File: config.mk
export PLATFORM = sky130hd
export DESIGN_NAME = sonic_echo_emu
export DESIGN_NICKNAME = d
export VERILOG_FILES = /design/src/rtl/sonic_echo_emu.sv
export SDC_FILE = /design/constraint.sdc
export NUM_CORES = 1
export LEC_CHECK = 0
export ABC_AREA = 1
export BUFFER_PORTS_ARGS = -buffer_cell sky130_fd_sc_hd__clkbuf_2
export CAP_MARGIN = 20
export CORE_MARGIN = 3
export CORE_UTILIZATION = 55
export CTS_CLUSTER_DIAMETER = 40
export DETAILED_ROUTE_END_ITERATION = 7
export GPL_TIMING_DRIVEN = 0
export PLACE_DENSITY_LB_ADDON = 0.2
export RECOVER_POWER = 100
export SLEW_MARGIN = 0
export SYNTH_ARGS = -nofsm -noshare
export SYNTH_HDL_FRONTEND = slang
export SYNTH_SLANG_ARGS = --single-unit
File: constraint.sdc
create_clock -name c1MHz -period 2.45 [get_ports c1MHz]
set_input_delay 0.49 -clock c1MHz [delete_from_list [all_inputs] [get_ports c1MHz]]
set_output_delay 0.49 -clock c1MHz [all_outputs]
set_load 0.05 [all_outputs]
File: src/rtl/sonic_echo_emu.sv
// HC-SR04 responder model: validates a trig pulse, waits a fixed delay, then drives echo for a
// distance-derived width. Optional build macro SONIC_EMU_JITTER_EN adds 0..7 cycles of LFSR jitter.
module sonic_echo_emu #(
    parameter int TRIG_MIN_US   = 10,
    parameter int ECHO_DELAY_US = 250,
    parameter int US_PER_CM     = 58,
    parameter int TIMEOUT_US    = 38000,
    parameter int HOLDOFF_US    = 10000
) (
    input  logic       c1MHz,
    input  logic       rst_n,
    input  logic       trig,
    input  logic [7:0] distance_cm,
    input  logic       obj_present,
    output logic       echo,
    output logic       busy,
    output logic       trig_err
);

    typedef enum logic [2:0] {IDLE, TRIG, DELAY, ECHO, HOLD} state_t;

    localparam logic [7:0]  TRIG_MIN = 8'(TRIG_MIN_US);
    // trig_s fell one cycle before the fall is seen, so the delay load absorbs that cycle
    localparam logic [15:0] DLY_LD   = 16'(ECHO_DELAY_US - 2);
    localparam logic [15:0] HOLD_LD  = 16'(HOLDOFF_US - 1);
    localparam logic [15:0] TMO      = 16'(TIMEOUT_US);
    localparam logic [13:0] UPC      = 14'(US_PER_CM);

    state_t      state;
    logic        sync1, trig_s, trig_d;
    logic [7:0]  tw;
    logic [15:0] tmr, w_len;
    logic        rise, fall;
    logic [7:0]  dist_c;
    logic [13:0] prod;
    logic [15:0] w_base, w_calc;

    assign rise   = trig_s & ~trig_d;
    assign fall   = ~trig_s & trig_d;
    assign dist_c = (distance_cm == 8'd0) ? 8'd1 : distance_cm;
    assign prod   = 14'(dist_c) * UPC;
    assign w_base = obj_present ? {2'b00, prod} : TMO;

`ifdef SONIC_EMU_JITTER_EN
    logic [15:0] lfsr;

    always_ff @(posedge c1MHz or negedge rst_n) begin
        if (!rst_n) lfsr <= 16'hACE1;
        else        lfsr <= {1'b0, lfsr[15:1]} ^ (lfsr[0] ? 16'hB400 : 16'h0000);
    end

    assign w_calc = w_base + {13'd0, lfsr[2:0]};
`else
    assign w_calc = w_base;
`endif

    always_ff @(posedge c1MHz or negedge rst_n) begin
        if (!rst_n) begin
            sync1    <= 1'b0;
            trig_s   <= 1'b0;
            trig_d   <= 1'b0;
            state    <= IDLE;
            tw       <= 8'd0;
            tmr      <= 16'd0;
            w_len    <= 16'd0;
            echo     <= 1'b0;
            busy     <= 1'b0;
            trig_err <= 1'b0;
        end else begin
            sync1    <= trig;
            trig_s   <= sync1;
            trig_d   <= trig_s;
            trig_err <= 1'b0;
            case (state)
                IDLE: begin
                    if (rise) begin
                        state <= TRIG;
                        tw    <= 8'd1;
                    end
                end
                TRIG: begin
                    if (fall) begin
                        if (tw >= TRIG_MIN) begin
                            w_len <= w_calc;
                            busy  <= 1'b1;
                            tmr   <= DLY_LD;
                            state <= DELAY;
                        end else begin
                            trig_err <= 1'b1;
                            state    <= IDLE;
                        end
                    end else if (trig_s && tw != 8'hFF) begin
                        tw <= tw + 8'd1;
                    end
                end
                DELAY: begin
                    if (tmr == 16'd0) begin
                        echo  <= 1'b1;
                        tmr   <= w_len - 16'd1;
                        state <= ECHO;
                    end else begin
                        tmr <= tmr - 16'd1;
                    end
                end
                ECHO: begin
                    if (tmr == 16'd0) begin
                        echo  <= 1'b0;
                        tmr   <= HOLD_LD;
                        state <= HOLD;
                    end else begin
                        tmr <= tmr - 16'd1;
                    end
                end
                HOLD: begin
                    if (tmr == 16'd0) begin
                        busy  <= 1'b0;
                        state <= IDLE;
                    end else begin
                        tmr <= tmr - 16'd1;
                    end
                end
                default: state <= IDLE;
            endcase
        end
    end

endmodule

==> results of run 1 <==
-- worst max-delay path by stage --
stage / cells after the start / slack, ns / end / startpoint
global route: 22 / -1.09 / w_len[10]$_DFFE_PN0P_ / distance_cm[5]
detailed placement: 22 / -1.41 / w_len[13]$_DFFE_PN0P_ / distance_cm[4]
floorplan: 21 / -0.95 / w_len[10]$_DFFE_PN0P_ / distance_cm[4]
CTS: 22 / -0.78 / w_len[12]$_DFFE_PN0P_ / distance_cm[5]
finish: 22 / -0.93 / w_len[10]$_DFFE_PN0P_ / distance_cm[4]
global placement: 19 / -1.34 / w_len[9]$_DFFE_PN0P_ / distance_cm[4]
-- registers in the layout, indices dropped and copies added, names as in the netlist --
register  count
trig_err      1
trig_d        1
busy          1
state         3
trig_s        1
echo          1
w_len        14
tmr          16
sync1         1
tw            8
-- repair_timing --
item	4_1_cts	5_1_grt
setup endpoints to repair	9	9
gates resized for setup	11	54
pin swaps	6	30
setup buffers	9	9
-- cell type report --
cell class | count | area, um2 | area share
multi-input combinational | 424 | 2770 | 0.580
sequential | 47 | 1180 | 0.246
inverter | 80 | 318 | 0.0665
timing repair buffer | 33 | 254 | 0.0531
tap | 96 | 120 | 0.0251
clock buffer | 5 | 68.8 | 0.0144
clock inverter | 3 | 46.3 | 0.00968
buffer | 3 | 26.3 | 0.00550
-- routing by layer --
layer	vias up	track usage	wire length [um]
met5	-	0	0
met4	0	0.0515	270
met3	23	0.0325	553
met2	145	0.379	5090
met1	1799	0.338	4630
li1	1860	-	-
-- worst max-delay path, delay by kind of cell --
kind,cells,cell delay (ns)
adder cells (fa/ha/maj),5,1.37
AO/OA/AOI/OAI,4,0.60
buffers and inverters,7,0.49
AND/OR/NAND/NOR,5,0.47
XOR/XNOR,1,0.15
-- power by group through the flow --
stage               logic (W)  registers, W  clock network (W)
floorplan             0.00147       0.00104                  0
global placement      0.00182       0.00105                  0
detailed placement    0.00187       0.00105                  0
CTS                   0.00193       0.00104           0.000617
global route          0.00243       0.00106           0.000643
finish                0.00221       0.00104           0.000600
-- logic make-up (layout without fill, tap and decap cells) --
group	after synthesis	count (layout)	synth area share
simple gates	283	283	0.312
buf+inv	83	124	0.0825
xor+xnor	22	22	0.0487
fa+ha+maj	43	43	0.147
compound gates	76	76	0.113
flops	47	47	0.297
-- cells in the final DEF, fill, tap and decap left out, types with 3 or more instances in the layout --
cell and instances:
sky130_fd_sc_hd__clkbuf_1 5, sky130_fd_sc_hd__clkbuf_8 5, sky130_fd_sc_hd__o22ai_1 5, sky130_fd_sc_hd__o21ai_1 6, sky130_fd_sc_hd__dfrtp_1 47, sky130_fd_sc_hd__nand2_1 149, sky130_fd_sc_hd__nand4_1 4, sky130_fd_sc_hd__o211ai_1 7
sky130_fd_sc_hd__nand3_1 34, sky130_fd_sc_hd__clkinvlp_4 3, sky130_fd_sc_hd__a22oi_1 3, sky130_fd_sc_hd__a21oi_1 13, sky130_fd_sc_hd__o21a_1 5, sky130_fd_sc_hd__nor3_1 7, sky130_fd_sc_hd__nor2_2 8, sky130_fd_sc_hd__nor2_4 8
sky130_fd_sc_hd__buf_4 16, sky130_fd_sc_hd__ha_4 12, sky130_fd_sc_hd__nand3_2 5, sky130_fd_sc_hd__o21ai_0 22, sky130_fd_sc_hd__clkbuf_2 5, sky130_fd_sc_hd__xor2_1 19, sky130_fd_sc_hd__a21oi_2 4, sky130_fd_sc_hd__inv_1 66
sky130_fd_sc_hd__nor2_1 48, sky130_fd_sc_hd__buf_6 9, sky130_fd_sc_hd__inv_2 8, sky130_fd_sc_hd__inv_4 4, sky130_fd_sc_hd__ha_1 24, sky130_fd_sc_hd__nand2_2 8, sky130_fd_sc_hd__fa_1 6
-- through the flow --
stage | utilization | power (W) | setup slack, ns | hold slack (ns) | area [um2]
after floorplan | - | 0.00251 | -0.955 | 0.194 | 4070
after global placement | 0.620 | 0.00287 | -1.34 | 0.332 | 4260
after detailed placement | 0.623 | 0.00292 | -1.41 | 0.336 | 4280
after CTS | 0.658 | 0.00358 | -0.778 | 0.0685 | 4520
after global routing | 0.696 | 0.00414 | -1.09 | 0.231 | 4780
final | 0.696 | 0.00385 | -0.931 | 0.174 | 4780
==> impl_metrics.xml, run 1 <==
<?xml version="1.0" encoding="UTF-8"?>
<metrics>
  <group name="run_status">
    <metric name="result_of_the_run" unit="">finished with violations</metric>
    <metric name="failed_checks" unit="">setup timing</metric>
  </group>
  <group name="critical_path">
    <metric name="arrival" unit="ns">3.60</metric>
    <metric name="crit_path_end_kind" unit="">flip-flop</metric>
    <metric name="timing.rr.start" unit="">tmr[0]$_DFFE_PN0P_</metric>
    <metric name="critical-path-max-stage-delay" unit="ns">0.51</metric>
    <metric name="worst_reg2reg_path_length_in_cells" unit="">13</metric>
    <metric name="critPathLaunchType" unit="">primary input</metric>
    <metric name="rr_endpoint" unit="">tmr[11]$_DFFE_PN0P_</metric>
    <metric name="slack_of_the_worst_reg_to_reg_path" unit="ns">0.38</metric>
    <metric name="path_common_cell" unit="">sky130_fd_sc_hd__ha_4</metric>
    <metric name="cp_required" unit="ns">2.67</metric>
    <metric name="critPathSlowestCell" unit="">sky130_fd_sc_hd__fa_1</metric>
    <metric name="criticalPathCategory" unit="">in -&gt; reg</metric>
    <metric name="crit_path_max_fanout" unit="">5</metric>
    <metric name="cp_cell_sequence" unit="">buf_8 &gt; clkinvlp_4 &gt; ha_4 &gt; nand4_1 &gt; inv_2 &gt; nor2_4 &gt; xor2_1 &gt; inv_1 &gt; ha_4 &gt; o21bai_4 &gt; ha_4 &gt; inv_2 &gt; fa_1 &gt; inv_2 &gt; ha_4 &gt; a21oi_2 &gt; nand2_2 &gt; nand3_2 &gt; nand2_2 &gt; o21ai_1 &gt; inv_1 &gt; a22oi_1</metric>
  </group>
  <group name="die">
    <metric name="initial_core_util" unit="">0.576</metric>
    <metric name="num_rows" unit="">30</metric>
    <metric name="die_width" unit="um">90.8</metric>
    <metric name="core_region_area" unit="mm2">0.00687</metric>
    <metric name="floorplan.die.height" unit="um">90.8</metric>
    <metric name="die_area" unit="mm2">0.00825</metric>
    <metric name="design.portCount" unit="">15</metric>
  </group>
  <group name="sta">
    <metric name="timing.final.hold_violations" unit="">0</metric>
    <metric name="worst_slew_pin_slew" unit="ns">0.895</metric>
    <metric name="rsz0062_at_grt" unit="">yes</metric>
    <metric name="slew-limit-headroom" unit="">0.398</metric>
    <metric name="postLayoutSetupSlackWorst" unit="ns">-0.931</metric>
    <metric name="tns" unit="ns">-7.00</metric>
    <metric name="period_share" unit="">1.38</metric>
    <metric name="timing.final.setup_violations" unit="">9</metric>
    <metric name="finalWorstPathRequiredPeriod" unit="ns">3.38</metric>
    <metric name="f_max" unit="MHz">296</metric>
    <metric name="pins_over_their_slew_limit" unit="">0</metric>
    <metric name="final.setup_skew" unit="ns">0.0131</metric>
  </group>
  <group name="power">
    <metric name="power.switching_fraction" unit="">0.465</metric>
    <metric name="power_switching" unit="W">0.00179</metric>
    <metric name="combinational_share_of_power" unit="">0.574</metric>
    <metric name="power_leakage" unit="nW">2.46</metric>
    <metric name="irDropWorstVdd" unit="V">0.000401</metric>
    <metric name="power.density_cell_area" unit="mW/mm2">805</metric>
    <metric name="power_report.internal_total" unit="W">0.00206</metric>
    <metric name="p_clk_frac" unit="">0.156</metric>
    <metric name="power_frac_seq" unit="">0.270</metric>
  </group>
  <group name="clocking">
    <metric name="cts_root_buf" unit="">sky130_fd_sc_hd__clkbuf_8</metric>
    <metric name="cts-hold-fix-buffers" unit="">0</metric>
    <metric name="clk-insertion-delay-late" unit="ns">0.31</metric>
    <metric name="clock_sinks" unit="">47</metric>
    <metric name="htree_num_levels" unit="">2</metric>
    <metric name="clock_path_buffers" unit="">2</metric>
    <metric name="numCtsBuffers" unit="">5</metric>
    <metric name="cts_tree" unit="">yes</metric>
    <metric name="cts.clk_slew.worst_paths" unit="ns">0.10</metric>
  </group>
  <group name="placement">
    <metric name="io_buffers" unit="">14</metric>
    <metric name="place_inst" unit="">665</metric>
    <metric name="routabilityCongestion" unit="">0.946</metric>
    <metric name="detailed_place_hpwl" unit="mm">7.28</metric>
  </group>
  <group name="route">
    <metric name="drc" unit="">0</metric>
    <metric name="via_per_inst" unit="">5.54</metric>
    <metric name="antenna_violating_nets_post_route" unit="">0</metric>
    <metric name="final_wirelength" unit="mm">10.5</metric>
    <metric name="drt_iter0_drcs" unit="">317</metric>
    <metric name="via_count" unit="">3827</metric>
    <metric name="post_drt_wl_per_cell" unit="um">15.3</metric>
    <metric name="firstDrtPassIters" unit="">5</metric>
  </group>
  <group name="logic_synthesis">
    <metric name="post_synth_inst_count" unit="">554</metric>
    <metric name="syn_area_per_cell" unit="um2">7.15</metric>
    <metric name="post_synth_num_cell_types" unit="">37</metric>
    <metric name="synth_enable_flop_cells" unit="">0</metric>
    <metric name="synthesis.nets" unit="">609</metric>
    <metric name="async_reset_ff_frac" unit="">1.00</metric>
    <metric name="syn_area" unit="mm2">0.00396</metric>
    <metric name="ys_ff_latch" unit="">47</metric>
    <metric name="ys_dominant_reg_cell" unit="">sky130_fd_sc_hd__dfrtp_1</metric>
    <metric name="post_synth_most_frequent_cells" unit="">sky130_fd_sc_hd__nand2_1, sky130_fd_sc_hd__inv_1, sky130_fd_sc_hd__nor2_1</metric>
    <metric name="synth.most_common_cell" unit="">sky130_fd_sc_hd__nand2_1</metric>
    <metric name="yosysTopAreaCellShare" unit="">0.297</metric>
    <metric name="synth_top_area_cell" unit="">sky130_fd_sc_hd__dfrtp_1</metric>
    <metric name="yosysWarningCount" unit="">0</metric>
    <metric name="post_synth_main_area_contributors" unit="">sky130_fd_sc_hd__dfrtp_1, sky130_fd_sc_hd__nand2_1, sky130_fd_sc_hd__ha_1</metric>
    <metric name="synth_seq_area_share" unit="">0.297</metric>
  </group>
  <group name="min_path">
    <metric name="class_of_the_worst_hold_path" unit="">in -&gt; async</metric>
  </group>
  <group name="finish">
    <metric name="design.final.nets" unit="">649</metric>
    <metric name="post_route_cells_drive_above_1_share" unit="">0.192</metric>
    <metric name="layout.filler_cells" unit="">545</metric>
    <metric name="antennaDiodeCount" unit="">0</metric>
    <metric name="stdcell_count" unit="">691</metric>
    <metric name="syn2layout_area_growth" unit="%">20.8</metric>
  </group>
  <group name="grt">
    <metric name="grt_use_total" unit="">0.235</metric>
    <metric name="first_pass_grt_wire_length" unit="mm">16.1</metric>
    <metric name="number_of_global_route_vias_before_repair" unit="">3419</metric>
    <metric name="globalRoute.totalOverflow" unit="">0</metric>
    <metric name="antenna_violations_before_repair" unit="">0</metric>
    <metric name="grt_start_max_net_pins" unit="">36</metric>
  </group>
  <group name="flow_run">
    <metric name="cap_violations" unit="">0</metric>
  </group>
</metrics>
Power figures use the tool's default switching activity.
==> run 2, diff against run 1 <==
BUFFER_PORTS_ARGS = -buffer_cell sky130_fd_sc_hd__buf_2   (was -buffer_cell sky130_fd_sc_hd__clkbuf_2)
CTS_BUF_LIST = sky130_fd_sc_hd__clkbuf_4 sky130_fd_sc_hd__clkbuf_8   (was not set)
==> impl_metrics.xml, run 2 (synthesized netlist as in run 1, its figures left out) <==
<?xml version="1.0" encoding="UTF-8"?>
<metrics>
  <group name="sta">
    <metric name="tns" unit="ns">-7.49</metric>
    <metric name="postLayoutSetupSlackWorst" unit="ns">-0.989</metric>
    <metric name="slew-limit-headroom" unit="">0.306</metric>
    <metric name="pins_over_their_slew_limit" unit="">0</metric>
    <metric name="worst_slew_pin_slew" unit="ns">1.04</metric>
    <metric name="final.setup_skew" unit="ns">0.00970</metric>
    <metric name="finalWorstPathRequiredPeriod" unit="ns">3.44</metric>
    <metric name="f_max" unit="MHz">291</metric>
    <metric name="timing.final.setup_violations" unit="">9</metric>
    <metric name="rsz0062_at_grt" unit="">yes</metric>
    <metric name="timing.final.hold_violations" unit="">0</metric>
    <metric name="period_share" unit="">1.40</metric>
  </group>
  <group name="finish">
    <metric name="layout_commonest_cell" unit="">sky130_fd_sc_hd__nand2_1</metric>
    <metric name="antennaDiodeCount" unit="">0</metric>
    <metric name="layout.filler_cells" unit="">526</metric>
    <metric name="post_route_cells_drive_above_1_share" unit="">0.199</metric>
    <metric name="design.final.nets" unit="">657</metric>
    <metric name="syn2layout_area_growth" unit="%">22.2</metric>
    <metric name="registers.top_by_ff_count" unit="">tmr</metric>
    <metric name="finish.utilization" unit="">0.704</metric>
    <metric name="multi_input_area" unit="mm2">0.00279</metric>
    <metric name="area.sequential" unit="mm2">0.00118</metric>
    <metric name="layout.cells.most_common_list" unit="">sky130_fd_sc_hd__nand2_1, sky130_fd_sc_hd__inv_1, sky130_fd_sc_hd__nor2_1, sky130_fd_sc_hd__dfrtp_1, sky130_fd_sc_hd__nand3_1</metric>
    <metric name="reg.largest.list" unit="">tmr (16), w_len (14), tw (8)</metric>
    <metric name="largest_register_ffs" unit="">16</metric>
  </group>
  <group name="placement">
    <metric name="io_buffers" unit="">14</metric>
    <metric name="detailed_place_hpwl" unit="mm">7.10</metric>
    <metric name="routabilityCongestion" unit="">0.900</metric>
  </group>
  <group name="run_status">
    <metric name="failed_checks" unit="">setup timing</metric>
    <metric name="result_of_the_run" unit="">finished with violations</metric>
  </group>
  <group name="critical_path">
    <metric name="critPathSlowestCell" unit="">sky130_fd_sc_hd__fa_1</metric>
    <metric name="critical-path-max-stage-delay" unit="ns">0.55</metric>
    <metric name="arrival" unit="ns">3.68</metric>
    <metric name="critPathLaunchType" unit="">primary input</metric>
    <metric name="slack_of_the_worst_reg_to_reg_path" unit="ns">0.39</metric>
    <metric name="criticalPathCategory" unit="">in -&gt; reg</metric>
    <metric name="crit_path_end_kind" unit="">flip-flop</metric>
    <metric name="timing.rr.start" unit="">tmr[0]$_DFFE_PN0P_</metric>
    <metric name="rr_endpoint" unit="">tmr[11]$_DFFE_PN0P_</metric>
    <metric name="path_common_cell" unit="">sky130_fd_sc_hd__ha_4</metric>
    <metric name="cp_cell_sequence" unit="">buf_4 &gt; inv_4 &gt; ha_4 &gt; nand4_1 &gt; inv_2 &gt; nor2_4 &gt; buf_4 &gt; buf_6 &gt; ha_4 &gt; or2_4 &gt; ha_4 &gt; fa_1 &gt; ha_4 &gt; a21oi_4 &gt; o21ai_4 &gt; nand2_1 &gt; nand3_2 &gt; nand2_1 &gt; nand2_1 &gt; o22ai_1</metric>
    <metric name="crit_path_max_fanout" unit="">5</metric>
    <metric name="worst_reg2reg_path_length_in_cells" unit="">13</metric>
    <metric name="cp_required" unit="ns">2.69</metric>
  </group>
  <group name="clocking">
    <metric name="cts_root_buf" unit="">sky130_fd_sc_hd__clkbuf_8</metric>
    <metric name="clock_sinks" unit="">47</metric>
    <metric name="clock_path_buffers" unit="">2</metric>
    <metric name="cts.clk_slew.worst_paths" unit="ns">0.10</metric>
    <metric name="clk-insertion-delay-late" unit="ns">0.31</metric>
    <metric name="numCtsBuffers" unit="">5</metric>
    <metric name="htree_num_levels" unit="">2</metric>
    <metric name="cts_tree" unit="">yes</metric>
  </group>
  <group name="power">
    <metric name="power_leakage" unit="nW">2.49</metric>
    <metric name="power_report.internal_total" unit="W">0.00198</metric>
    <metric name="power.switching_fraction" unit="">0.480</metric>
    <metric name="power.density_cell_area" unit="mW/mm2">788</metric>
    <metric name="combinational_share_of_power" unit="">0.592</metric>
    <metric name="power_switching" unit="W">0.00183</metric>
    <metric name="power_frac_seq" unit="">0.273</metric>
    <metric name="irDropWorstVdd" unit="V">0.000414</metric>
    <metric name="p_clk_frac" unit="">0.135</metric>
    <metric name="total_design_power" unit="W">0.00381</metric>
  </group>
  <group name="route">
    <metric name="firstDrtPassIters" unit="">7</metric>
    <metric name="drc" unit="">0</metric>
    <metric name="via_count" unit="">3902</metric>
    <metric name="via_per_inst" unit="">5.58</metric>
    <metric name="drt_iter0_drcs" unit="">366</metric>
    <metric name="antenna_violating_nets_post_route" unit="">0</metric>
    <metric name="final_wirelength" unit="mm">11.0</metric>
    <metric name="post_drt_wl_per_cell" unit="um">15.7</metric>
  </group>
  <group name="die">
    <metric name="initial_core_util" unit="">0.576</metric>
    <metric name="num_rows" unit="">30</metric>
    <metric name="die_area" unit="mm2">0.00825</metric>
    <metric name="die_width" unit="um">90.8</metric>
    <metric name="floorplan.die.height" unit="um">90.8</metric>
    <metric name="design.portCount" unit="">15</metric>
    <metric name="core_region_area" unit="mm2">0.00687</metric>
  </group>
  <group name="grt">
    <metric name="antenna_violations_before_repair" unit="">0</metric>
    <metric name="grt_use_total" unit="">0.256</metric>
    <metric name="globalRoute.totalOverflow" unit="">0</metric>
    <metric name="number_of_global_route_vias_before_repair" unit="">3711</metric>
    <metric name="first_pass_grt_wire_length" unit="mm">17.4</metric>
    <metric name="grt_start_max_net_pins" unit="">48</metric>
  </group>
  <group name="min_path">
    <metric name="class_of_the_worst_hold_path" unit="">in -&gt; reg</metric>
    <metric name="worst_hold_path.num_cells" unit="">1</metric>
    <metric name="worst_hold_path.endpoint" unit="">sync1$_DFF_PN0_</metric>
    <metric name="worst_hold_startpoint" unit="">trig</metric>
  </group>
  <group name="flow_run">
    <metric name="cap_violations" unit="">0</metric>
  </group>
</metrics>
==> run 2: cell types whose count changed in the layout (fill, tap and decap cells not counted), sizes merged <==
cell,before,now
clkbuf,15,11
buf,26,37
bufinv,1,0
inv,79,80
dlygate4sd3,0,1
==> run 2: power by group through the flow <==
stage | combinational [W] | clock (W) | sequential (W)
2_1_floorplan | 0.00147 | 0 | 0.00104
3_3_place_gp | 0.00182 | 0 | 0.00104
3_5_place_dp | 0.00186 | 0 | 0.00105
4_1_cts | 0.00207 | 0.000513 | 0.00104
5_1_grt | 0.00248 | 0.000553 | 0.00106
6_report | 0.00226 | 0.000513 | 0.00104
==> run 2: cell type report <==
cell class | instances | share of cell area
plain buffers | 3 | 0.00543
clock buffers | 5 | 0.0142
clock inverters | 3 | 0.00517
inverters | 80 | 0.0652
multi-input cells | 424 | 0.577
flip-flops and latches | 47 | 0.243
well taps | 96 | 0.0248
repair buffers | 41 | 0.0649
==> run 2: critical path, delay by kind of cell <==
kind                     cells  cell delay, ns
AND/OR/NAND/NOR              7            0.77
buffers and inverters        5            0.65
AO/OA/AOI/OAI                3            0.43
adder cells (fa/ha/maj)      5            1.32
==> run 2: per-stage QoR <==
stage               setup WS (ns)  cell area [um2]  instances  hold WS [ns]
finish                     -0.989             4840        699         0.287
global route                -1.07             4840        699         0.264
CTS                        -0.783             4690        688         0.276
detailed placement          -1.43             4260        664         0.336
global placement            -1.33             4260        664         0.333
floorplan                  -0.955             4070        554         0.194
==> run 2: timing repair <==
action / 4_1_cts / 5_1_grt
pin swaps: 34 / 22
endpoints found under the hold margin: 0 / 6
resized for setup: 45 / 14
buffers inserted: 16 / 9
hold buffers: 0 / 1
setup endpoints to repair: 9 / 9
==> run 2: routing by layer <==
metal / share of wire / GRT usage / wire length [um] / vias to the layer above
met5: 0 / 0 / 0 / -
met4: 0.024 / 0.0678 / 263 / 0
met3: 0.056 / 0.0375 / 609 / 26
met2: 0.48 / 0.422 / 5270 / 150
met1: 0.44 / 0.352 / 4820 / 1849
li1: - / - / - / 1877
==> run 2: worst max path at each step <==
stage | startpoint | endpoint | slack (ns) | depth (start not counted)
after detailed placement | distance_cm[4] | w_len[13]$_DFFE_PN0P_ | -1.43 | 22
final | distance_cm[6] | w_len[13]$_DFFE_PN0P_ | -0.99 | 20
after floorplan | distance_cm[4] | w_len[10]$_DFFE_PN0P_ | -0.95 | 21
after global placement | distance_cm[4] | w_len[9]$_DFFE_PN0P_ | -1.33 | 19
after global routing | distance_cm[6] | w_len[11]$_DFFE_PN0P_ | -1.07 | 19
after CTS | distance_cm[4] | w_len[10]$_DFFE_PN0P_ | -0.78 | 22
